## config.mk

```make
export PLATFORM = sky130hd
export DESIGN_NAME = quad_decoder
export DESIGN_NICKNAME = d
export VERILOG_FILES = /design/src/rtl/quad_decoder_pkg.sv /design/src/rtl/quad_glitch_filter.sv /design/src/rtl/quad_decoder.sv
export SDC_FILE = /design/constraint.sdc
export NUM_CORES = 1
export LEC_CHECK = 0
export ABC_AREA = 1
export CAP_MARGIN = 20
export CORE_MARGIN = 8
export CORE_UTILIZATION = 54
export CTS_BUF_LIST = sky130_fd_sc_hd__clkbuf_16
export DETAILED_ROUTE_END_ITERATION = 8
export PLACE_DENSITY = 0.85
export SETUP_SLACK_MARGIN = 0.5
export SYNTH_ARGS = -nofsm -noshare
export SYNTH_HDL_FRONTEND = slang
export SYNTH_HIERARCHICAL = 1
export SYNTH_SLANG_ARGS = --single-unit
```

## constraint.sdc

```tcl
create_clock -name clk -period 3.7 [get_ports clk]
set_input_delay 0.555 -clock clk [delete_from_list [all_inputs] [get_ports clk]]
set_output_delay 0.555 -clock clk [all_outputs]
set_load 0.03 [all_outputs]
```

## src/rtl/quad_decoder_pkg.sv

```systemverilog
// rtl/quad_decoder_pkg.sv - Gray state encodings, direction constants and decode helper for quad_decoder
package quad_decoder_pkg;

    typedef enum logic [1:0] {
        S0 = 2'b00,
        S1 = 2'b01,
        S2 = 2'b11,
        S3 = 2'b10
    } qstate_t;

    localparam logic DIR_UP   = 1'b1;
    localparam logic DIR_DOWN = 1'b0;

    // Position of a Gray state around the S0..S3 cycle; the modulo-4 difference
    // of two positions gives 1 for an up step, 3 for down and 2 for a jump.
    function automatic logic [1:0] gray_pos(input logic [1:0] s);
        case (s)
            S0:      return 2'd0;
            S1:      return 2'd1;
            S2:      return 2'd2;
            default: return 2'd3;
        endcase
    endfunction

endpackage

```

## src/rtl/quad_glitch_filter.sv

```systemverilog
// rtl/quad_glitch_filter.sv - per-channel glitch filter, built only with QDEC_FILTER_EN
`ifdef QDEC_FILTER_EN
module quad_glitch_filter #(
    parameter int FILTER_LEN = 4
) (
    input  logic clk,
    input  logic reset,
    input  logic i_d,
    output logic o_q
);

    localparam logic [3:0] LAST = 4'(FILTER_LEN - 1);

    logic [3:0] r_cnt;
    logic       r_q;

    // Count consecutive samples that disagree with the output; adopt the new
    // level on the FILTER_LEN-th one, any agreeing sample restarts the count.
    always_ff @(posedge clk) begin
        if (reset) begin
            r_cnt <= 4'd0;
            r_q   <= 1'b0;
        end else if (i_d == r_q) begin
            r_cnt <= 4'd0;
        end else if (r_cnt == LAST) begin
            r_q   <= i_d;
            r_cnt <= 4'd0;
        end else begin
            r_cnt <= r_cnt + 4'd1;
        end
    end

    assign o_q = r_q;

endmodule
`endif

```

## src/rtl/quad_decoder.sv

```systemverilog
// rtl/quad_decoder.sv - quadrature decoder with saturating position counter; optional filter via QDEC_FILTER_EN
module quad_decoder
    import quad_decoder_pkg::*;
#(
    parameter int SYNC_STAGES = 2,
    parameter int FILTER_LEN  = 4
) (
    input  logic       clk,
    input  logic       reset,
    input  logic       qa,
    input  logic       qb,
    input  logic       load,
    input  logic [7:0] load_data,
    input  logic [7:0] limit,
    output logic [7:0] count,
    output logic       dir,
    output logic       step,
    output logic       err
);

    logic [SYNC_STAGES-1:0] r_sync_a;
    logic [SYNC_STAGES-1:0] r_sync_b;
    logic                   w_a;
    logic                   w_b;
    logic [1:0]             w_cur;
    logic [1:0]             w_delta;

    logic [1:0] r_prev;
    logic       r_primed;
    logic [7:0] r_count;
    logic       r_dir;
    logic       r_step;
    logic       r_err;

    // Bring both asynchronous channels into the clock domain.
    always_ff @(posedge clk) begin
        if (reset) begin
            r_sync_a <= '0;
            r_sync_b <= '0;
        end else begin
            r_sync_a <= {r_sync_a[SYNC_STAGES-2:0], qa};
            r_sync_b <= {r_sync_b[SYNC_STAGES-2:0], qb};
        end
    end

`ifdef QDEC_FILTER_EN
    quad_glitch_filter #(.FILTER_LEN(FILTER_LEN)) u_filt_a (
        .clk   (clk),
        .reset (reset),
        .i_d   (r_sync_a[SYNC_STAGES-1]),
        .o_q   (w_a)
    );

    quad_glitch_filter #(.FILTER_LEN(FILTER_LEN)) u_filt_b (
        .clk   (clk),
        .reset (reset),
        .i_d   (r_sync_b[SYNC_STAGES-1]),
        .o_q   (w_b)
    );
`else
    assign w_a = r_sync_a[SYNC_STAGES-1];
    assign w_b = r_sync_b[SYNC_STAGES-1];
`endif

    assign w_cur   = {w_a, w_b};
    assign w_delta = gray_pos(w_cur) - gray_pos(r_prev);

    // Decode the state change, run the saturating counter and flag jumps;
    // a load overrides the count and clears the error but not step/dir.
    always_ff @(posedge clk) begin
        if (reset) begin
            r_prev   <= S0;
            r_primed <= 1'b0;
            r_count  <= 8'd0;
            r_dir    <= DIR_DOWN;
            r_step   <= 1'b0;
            r_err    <= 1'b0;
        end else begin
            r_step <= 1'b0;
            r_prev <= w_cur;
            if (!r_primed) begin
                r_primed <= 1'b1;
            end else if (w_delta == 2'd1) begin
                r_step <= 1'b1;
                r_dir  <= DIR_UP;
                if (r_count < limit) begin
                    r_count <= r_count + 8'd1;
                end
            end else if (w_delta == 2'd3) begin
                r_step <= 1'b1;
                r_dir  <= DIR_DOWN;
                if (r_count != 8'd0) begin
                    r_count <= r_count - 8'd1;
                end
            end else if (w_delta == 2'd2) begin
                r_err <= 1'b1;
            end
            if (load) begin
                r_count <= load_data;
                r_err   <= 1'b0;
            end
        end
    end

    assign count = r_count;
    assign dir   = r_dir;
    assign step  = r_step;
    assign err   = r_err;

endmodule

```

==> Word-level counts from Yosys, hierarchy flattened <==
Index checks and enable logic that the tools add are counted.
{ "op_classes": {"n_addsub": 3, "n_mul": 0, "div_mod_pow": 0, "magnitude_cmp": 1, "n_eq_ne": 8, "shifts": 0, "mux": 13, "bitwise": 3, "reduce_logical": 12} }
{ "ops": {"columns": ["cell", "count"], "rows": [
  ["8-bit 2-to-1 mux", 6],
  ["2-bit one-hot mux with 3 select lines", 2],
  ["8-bit by 1-bit adder with 8-bit output (second input constant)", 1],
  ["2-bit == test (second input constant)", 4],
  ["8-bit less-than comparator", 1],
  ["4-bit AND reduction", 2],
  ["8-bit nonzero test", 1],
  ["8-bit by 1-bit subtractor with 8-bit output (second input constant)", 1],
  ["2-bit by 1-bit == test with 1-bit output (second input constant)", 3],
  ["3-bit nonzero test", 2],
  ["1-bit 2-to-1 mux", 5],
  ["2-bit logical NOT", 2],
  ["2-bit nonzero test", 2],
  ["2-bit OR reduction", 2],
  ["3-bit by 2-bit inequality test with 1-bit output (second input constant)", 1],
  ["1-bit NOT", 3],
  ["2-bit AND reduction", 1],
  ["2-bit subtractor", 1]
]} }
{ "word_totals": {"register_bits": 18, "latchBits": 0, "mem_bits_rw": 0, "romBits": 0, "input_bits": 21, "output_inout_bits": 11, "elab_cells": 48, "mem_count": 0} }

==> Logic depth before layout (Yosys ltp) <==
Gate-level depths: netlist of the first run.
{ "logic_depth": {"word_depth": 8, "depth_mapped": 21, "ltp_nobuf": 21} }

==> Least setup slack after synthesis of the first run <==
No wires, ideal clock.
{ "synth_path": {"kind": "flip-flop to flip-flop", "from": "reg r_sync_b[1]", "to": "reg r_count[6] (netlist: count[6])", "setup_time_ns": 0.135, "arrival_time_ns": 2.288, "required_ns": 3.565, "path_slack_ns": 1.276, "stages_incl_launch_ff": 15, "path_buffers": 0, "synth_period_minus_slack_ns": 2.424, "cell_sequence": "dfxtp_1 inv_1 ha_1 ha_1 inv_1 nand3_4 ha_1 inv_1 o21ai_1 a21oi_2 nand2_1 nand2_1 nand3_1 nand2_1 a21oi_1"} }
{ "synth_via": {"elab_chain_cells": 7, "elab_cells_between_ends": 14, "classes_between": "add/sub (1); eq/ne (5); mux (4); reduce/logical (4)"} }
{ "synth_rtl": {"columns": ["item", "line_no", "source"], "rows": [
  ["start: declaration", "quad_decoder.sv:22", "logic [SYNC_STAGES-1:0] r_sync_b;"],
  ["start signal: assignment", "quad_decoder.sv:42", "r_sync_b <= {r_sync_b[SYNC_STAGES-2:0], qb};"],
  ["2-bit == test, or another cell as far along", "quad_decoder_pkg.sv:17", "case (s)"],
  ["2-bit one-hot mux with 3 select lines (*)", "quad_decoder_pkg.sv:17", null],
  ["2-bit subtractor (*)", "quad_decoder.sv:66", "assign w_delta = gray_pos(w_cur) - gray_pos(r_prev);"],
  ["2-bit by 1-bit == test with 1-bit output", "quad_decoder.sv:83", "end else if (w_delta == 2'd1) begin"],
  ["8-bit 2-to-1 mux", "quad_decoder.sv:83", null],
  ["8-bit 2-to-1 mux", "quad_decoder.sv:81", "if (!r_primed) begin"],
  ["8-bit 2-to-1 mux", "quad_decoder.sv:98", "if (load) begin"],
  ["end signal: assignment", "quad_decoder.sv:87", "r_count <= r_count + 8'd1;"],
  ["end signal: assignment", "quad_decoder.sv:93", "r_count <= r_count - 8'd1;"],
  ["end signal: assignment", "quad_decoder.sv:99", "r_count <= load_data;"],
  ["end: declaration", "quad_decoder.sv:30", "logic [7:0] r_count;"]
]} }
Every way passes the cells marked *; elsewhere a longest branch is shown, timed or not. The select of a mux whose other input is x is not followed.
A chain may end at the register's enable or synchronous reset.

==> Worst setup path in the final report of the first run <==
{ "layout_path": {"from": "reg r_prev[0]", "to": "reg r_count[5] (netlist: count[5])"} }
{ "layout_via": {"elab_chain_cells": 7, "elab_cells_between_ends": 14, "classes_between": "add/sub (1); eq/ne (5); mux (4); reduce/logical (4)"} }
{ "layout_rtl": {"columns": ["item", "line_no", "source"], "rows": [
  ["start: declaration", "quad_decoder.sv:28", "logic [1:0] r_prev;"],
  ["start signal: assignment", "quad_decoder.sv:80", "r_prev <= w_cur;"],
  ["2-bit == test, or another cell as far along", "quad_decoder_pkg.sv:17", null],
  ["2-bit one-hot mux with 3 select lines (*)", "quad_decoder_pkg.sv:17", null],
  ["2-bit subtractor (*)", "quad_decoder.sv:66", null],
  ["2-bit by 1-bit == test with 1-bit output", "quad_decoder.sv:83", null],
  ["8-bit 2-to-1 mux", "quad_decoder.sv:83", null],
  ["8-bit 2-to-1 mux", "quad_decoder.sv:81", null],
  ["8-bit 2-to-1 mux", "quad_decoder.sv:98", null]
]} }
Marks and branches as above.

==> results.yml, run 1 <==
cts:
  cts_resized: 0
  post-cts-setup-buffers: 0
  cts_inserted_buffers: 3
  cts_tree: "done"
  h-tree-depth: 1
  hold_buffers: 0
  path_clk_slew_ns: 0.05
  clock_latency_ns: 0.25
  cts_buffer_depth: 2
  clock_sinks: 18
  root_buffer: "clkbuf_16"
detailed_routing:
  ant_nets: 0
  via_per_inst: 5.35
  drtIter0Drc: 67
  route.detailed.drc: 0
  maxUsedRoutingLayer: "met4"
  wl_per_cell_um: 13.2
  met2_length_mm: 1.62
  dr_wl_met3_um: 217
  first_pass_iters: 5
  wl_mm: 3.49
  dr_total_vias: 1417
  met1_length_mm: 1.59
floorplanning:
  rows: 18
  die_height_um: 67.6
  die_x_um: 67.6
  core_um2: 2500
  initial_core_util_pct: 57.6
  ios: 32
  die_area_um2: 4580
setup_path:
  crit_path_start_kind: "flop"
  criticalPathCategory: "flop to flop"
  path_max_fanout: 10
  crit_chain: "inv_1, ha_1, inv_1, ha_1, inv_1, nand2_1, nand2_1, nand2_4, nand3_4, ha_1, inv_1, nor2_4, nand2_1, nand2_1, inv_2, nand2_1, nand2_1, nand3_1, nand2_1, a21oi_2"
  reg2reg_slack_ns: 0.98
  crit_arrival_ns: 2.84
  end_kind: "flop"
  slowest_delay_ns: 0.36
  crit_required_ns: 3.82
  slowest_stage: "ha_1"
  cpMostUsedCell: "nand2_1"
sta:
  rsz0062_at_grt: "false"
  hold_viol: 0
  hold_slack_ns: 0.412
  worst_slew_pin_slew_ns: 0.559
  max_freq_mhz: 368
  tns_ns: 0
  period_share_pct: 73.5
  maxSlewHeadroom_pct: 62.6
  skew_ns: 0.00242
  fin_crit_ns: 2.72
  setup_viol: 0
  slew_viol_final: 0
grt:
  grt_overflow: 0
  grtUsageTotal_pct: 16.4
  grt_pass1_wl_mm: 5.94
  grt_pass1_vias: 1369
  antenna_found_initial: 0
  grt_max_degree: 14
finish:
  diodes: 0
  final_cell_mix: "inv_1 (38), nand2_1 (35), clkdlybuf4s50_1 (31), dfxtp_1 (18)"
  final_common_cell: "inv_1"
  areaGrowthSynthToFinish_pct: 28.8
  fin_nets: 274
  drive_gt1_share_pct: 11.1
  stdcell_area_um2: 1850
yosys:
  yosysTopAreaCell: "dfxtp_1"
  syn_area_um2: 1440
  synth_cells: 203
  yosys.area.top_type_share_pct: 25.0
  synth_nets: 241
  ys_seq_elements: 18
  yosys_warnings: 6
  yosysSeqAreaShare_pct: 25.0
  syn-mean-instance-area_um2: 7.09
  synth.area.top_cells: "dfxtp_1 (25%), ha_1 (15%), inv_1 (9.9%)"
  synth_cell_types: 33
power:
  power.switching_w: 0.000339
  power_switching_share_pct: 39.6
  clkPwrFrac_pct: 25.8
  seq_power_share_pct: 28.5
  p_leak_nw: 0.932
  p_int_w: 0.000517
  vdd_drop_max_v: 0.000329
  combinationalPowerShare_pct: 45.7
  power_density_nw_per_um2: 461
place:
  port_buffers: 31
  hpwlAfterDp_mm: 2.66
  place_area_um2: 1780
  gp_congestion: 0.862
hold_path:
  hp-class: "flop to flop"
run_status:
  status: "completed"
run:
  cap_violations: 0
## metal layers
metal	vias up	track usage (%)
met3	7	3.64
met1	637	20.5
met2	54	26.3
met4	0	6.79
li1	719	-
met5	-	0
## registers in the layout, indices dropped and copies added (netlist names)
register	count
r_sync_a	2
r_sync_b	2
r_primed	1
r_prev	2
step	1
dir	1
err	1
count	8
## critical path, delay by kind of cell, from the launching register on
family	cells	cell delay, ns
adders and majority gates	3	0.82
and+or+nand+nor	11	0.98
buffers and inverters	5	0.42
DFF	1	0.33
AOI/OAI and AO/OA	1	0.05
## power by group through the flow
stage	Sequential [W]	Combinational, W	Clock, W
finish	0.000244	0.000391	0.000221
global route	0.000247	0.000429	0.000231
CTS	0.000243	0.000389	0.000222
detailed placement	0.000247	0.000379	0
global placement	0.000246	0.000373	0
floorplan	0.000270	0.000251	0
## cell type report
type                       count  area [µm²]
clock buffer                   3        75.1
clock inverter                 1        3.75
fill                         179         646
inverter                      40         150
multi-input combinational    142         917
sequential                    18         360
tap                           30        37.5
timing repair buffer          31         310
## cells by family after synthesis
logic type,Yosys count,share of synthesized area (%)
AO/OA/AOI/OAI,32,13.8
buffers and inverters,43,11.3
AND/OR/NAND/NOR,91,33.9
flip-flops,18,25.0
adder cells (fa/ha/maj),17,14.8
XOR/XNOR,2,1.22
## worst paths after layout
check / start / to / cells past startpoint
setup / recovery: r_prev[0] / count[5] / 20
hold / removal: r_sync_a[0] / r_sync_a[1] / 2
setup reg to reg: r_prev[0] / count[5] / 20
hold reg to reg: r_sync_a[0] / r_sync_a[1] / 2
## per-stage QoR
step                utilization [%]  cells  power (W)  setup slack, ns
global route                   74.2    265   0.000907            0.767
detailed placement             71.0    261   0.000626             1.04
CTS                            74.2    265   0.000855            0.992
floorplan                         -    203   0.000521             1.28
global placement               71.0    261   0.000619             1.16
finish                         74.2    265   0.000856            0.981
## synth_stat cells
cell type  number
nand2_4         5
nor4_1          2
ha_1           17
a21oi_1        12
nand3b_1        1
nand4_2         1
buf_1           1
dfxtp_1        18
o21ai_2         1
nor3_2          1
nand3_2         3
nor2_1         17
o21bai_1        1
inv_1          38
nand2_2         2
nand3_1        14
nor2_4          2
a21oi_2         3
o211ai_1        2
o21bai_4        1
o21ai_0         7
clkbuf_1        1
nor3_1          2
a31oi_1         2
xor2_1          2
inv_2           2
nand2_1        35
nand4_1         3
nor2_2          1
o21ai_1         3
or2_0           1
nand3_4         1
buf_2           1
Power figures use the tool's default switching activity.
==> run 2, diff against run 1 <==
--- a/config.mk
+++ b/config.mk
@@ -8,10 +8,10 @@
 export ABC_AREA = 1
 export CAP_MARGIN = 20
 export CORE_MARGIN = 8
-export CORE_UTILIZATION = 54
+export CORE_UTILIZATION = 50
 export CTS_BUF_LIST = sky130_fd_sc_hd__clkbuf_16
 export DETAILED_ROUTE_END_ITERATION = 8
-export PLACE_DENSITY = 0.85
+export PLACE_DENSITY = 0.79
 export SETUP_SLACK_MARGIN = 0.5
 export SYNTH_ARGS = -nofsm -noshare
 export SYNTH_HDL_FRONTEND = slang
==> constraint.sdc (replaced) <==
create_clock -name clk -period 2.72 [get_ports clk]
set_input_delay 0.408 -clock clk [delete_from_list [all_inputs] [get_ports clk]]
set_output_delay 0.408 -clock clk [all_outputs]
set_load 0.03 [all_outputs]
==> results.yml, run 2 (same netlist as run 1, synthesis figures left out) <==
grt:
  grt_pass1_wl_mm: 6.69
  grtUsageTotal_pct: 16.2
  grt_pass1_vias: 1422
  grt_max_degree: 14
  antenna_found_initial: 0
  grt_overflow: 0
sta:
  maxSlewHeadroom_pct: 48.3
  worst_slew_pin_slew_ns: 0.768
  slew_viol_final: 0
  tns_ns: 0
  fin_crit_ns: 2.44
  max_freq_mhz: 409
  hold_viol: 0
  skew_ns: 0.00153
  rsz0062_at_grt: "true"
  period_share_pct: 89.8
  setup_viol: 0
detailed_routing:
  ant_nets: 0
  wl_mm: 4.30
  drtIter0Drc: 109
  first_pass_iters: 4
  route.detailed.drc: 0
  via_per_inst: 5.48
  wl_per_cell_um: 15.1
  dr_total_vias: 1562
finish:
  final_cell_mix: "clkdlybuf4s50_1 (31), nand2_1 (30), inv_1 (29), nor2_1 (17)"
  final_common_cell: "clkdlybuf4s50_1"
  largest_register_ffs: 8
  drive_gt1_share_pct: 28.3
  diodes: 0
  areaGrowthSynthToFinish_pct: 53.4
  fin_nets: 293
  stdcell_count: 285
setup_path:
  slowest_stage: "ha_4"
  crit_chain: "inv_2, ha_4, ha_4, inv_4, nand2_4, nand2_4, nand2_4, nand3_4, ha_4, nand2_4, nand3b_1, nand2_1, inv_1, nand3_1, nand3_1, nand2_1, a21oi_2"
  crit_path_start_kind: "flop"
  criticalPathCategory: "flop to flop"
  slowest_delay_ns: 0.36
  cpMostUsedCell: "nand2_4"
  crit_required_ns: 2.83
  path_max_fanout: 7
  crit_arrival_ns: 2.56
  end_kind: "flop"
floorplanning:
  die_area_um2: 4850
  die_height_um: 69.7
  initial_core_util_pct: 52.2
  rows: 19
  core_um2: 2760
  ios: 32
  die_x_um: 69.7
cts:
  cts_tree: "done"
  root_buffer: "clkbuf_16"
  clock_sinks: 18
  cts_buffer_depth: 2
  path_clk_slew_ns: 0.05
  clock_latency_ns: 0.25
  h-tree-depth: 1
  cts_inserted_buffers: 3
  hold_buffers: 0
place:
  place_inst: 263
  hpwlAfterDp_mm: 2.66
  gp_congestion: 0.831
  port_buffers: 31
power:
  p_leak_nw: 1.04
  vdd_drop_max_v: 0.000531
  power_density_nw_per_um2: 605
hold_path:
  hp-class: "flop to flop"
run:
  cap_violations: 0
run_status:
  status: "completed"
## run 2: cell count changes in the layout (fill, tap and decap cells not counted), sizes merged
cell and delta:
nand3 +1, buf +18
## run 2: metrics by stage
stage          power [W]  hold slack, ns  setup WS, ns  util (%)  cell area, µm²
4_1_cts          0.00127           0.404         0.367      76.4            2110
5_1_grt          0.00142           0.416         0.171      80.1            2210
3_5_place_dp    0.000890           0.397         0.202      67.3            1860
3_3_place_gp    0.000885           0.389         0.228      67.3            1860
6_report         0.00134           0.399         0.277      80.1            2210
2_1_floorplan   0.000743           0.388         0.397         -            1510
## run 2: cell type report
cell class              instances  area [µm²]
multi-input cells             143        1120
repair buffers                 49         453
well taps                      31        38.8
inverters                      40         158
fillers                       186         548
flip-flops and latches         18         363
clock buffers                   3        75.1
clock inverters                 1        3.75
## run 2: what timing repair did
action / CTS / global route
pin swaps: 21 / 10
resized for setup: 18 / 13
buffers inserted: 11 / 6
setup endpoints to repair: 8 / 8
cloned: 0 / 1
## run 2: worst max-delay path: cells and delay by family, from the launching register on
| family | cells | cell delay (ns) |
|---|---|---|
| adders and majority gates | 3 | 0.79 |
| and+or+nand+nor | 10 | 0.98 |
| AOI/OAI and AO/OA | 1 | 0.05 |
| buffers and inverters | 3 | 0.16 |
| DFF | 1 | 0.33 |
## run 2: worst paths after layout
path | end | cells past startpoint | start | slack (ns)
worst min register to register | r_sync_b[1] | 2 | r_sync_b[0] | 0.40
worst min-delay path | r_sync_b[1] | 2 | r_sync_b[0] | 0.40
worst max-delay path | count[7] | 17 | r_sync_b[1] | 0.28
worst max register to register | count[7] | 17 | r_sync_b[1] | 0.28
## run 2: metal layers
layer  up-vias  wire length (µm)  GRT usage, %
met1       715              1700          19.7
met2        70              2110          25.8
met5         -                 0             0
met3        12               375          3.86
li1        765                 -             -
met4         0               112          8.04
## run 2: power breakdown
| group | switching, W | total (W) | internal, W |
|---|---|---|---|
| Combinational | 0.000386 | 0.000697 | 0.000311 |
| Sequential | 0.0000498 | 0.000340 | 0.000290 |
| Clock | 0.000104 | 0.000300 | 0.000196 |
| Total | 0.000540 | 0.00134 | 0.000797 |
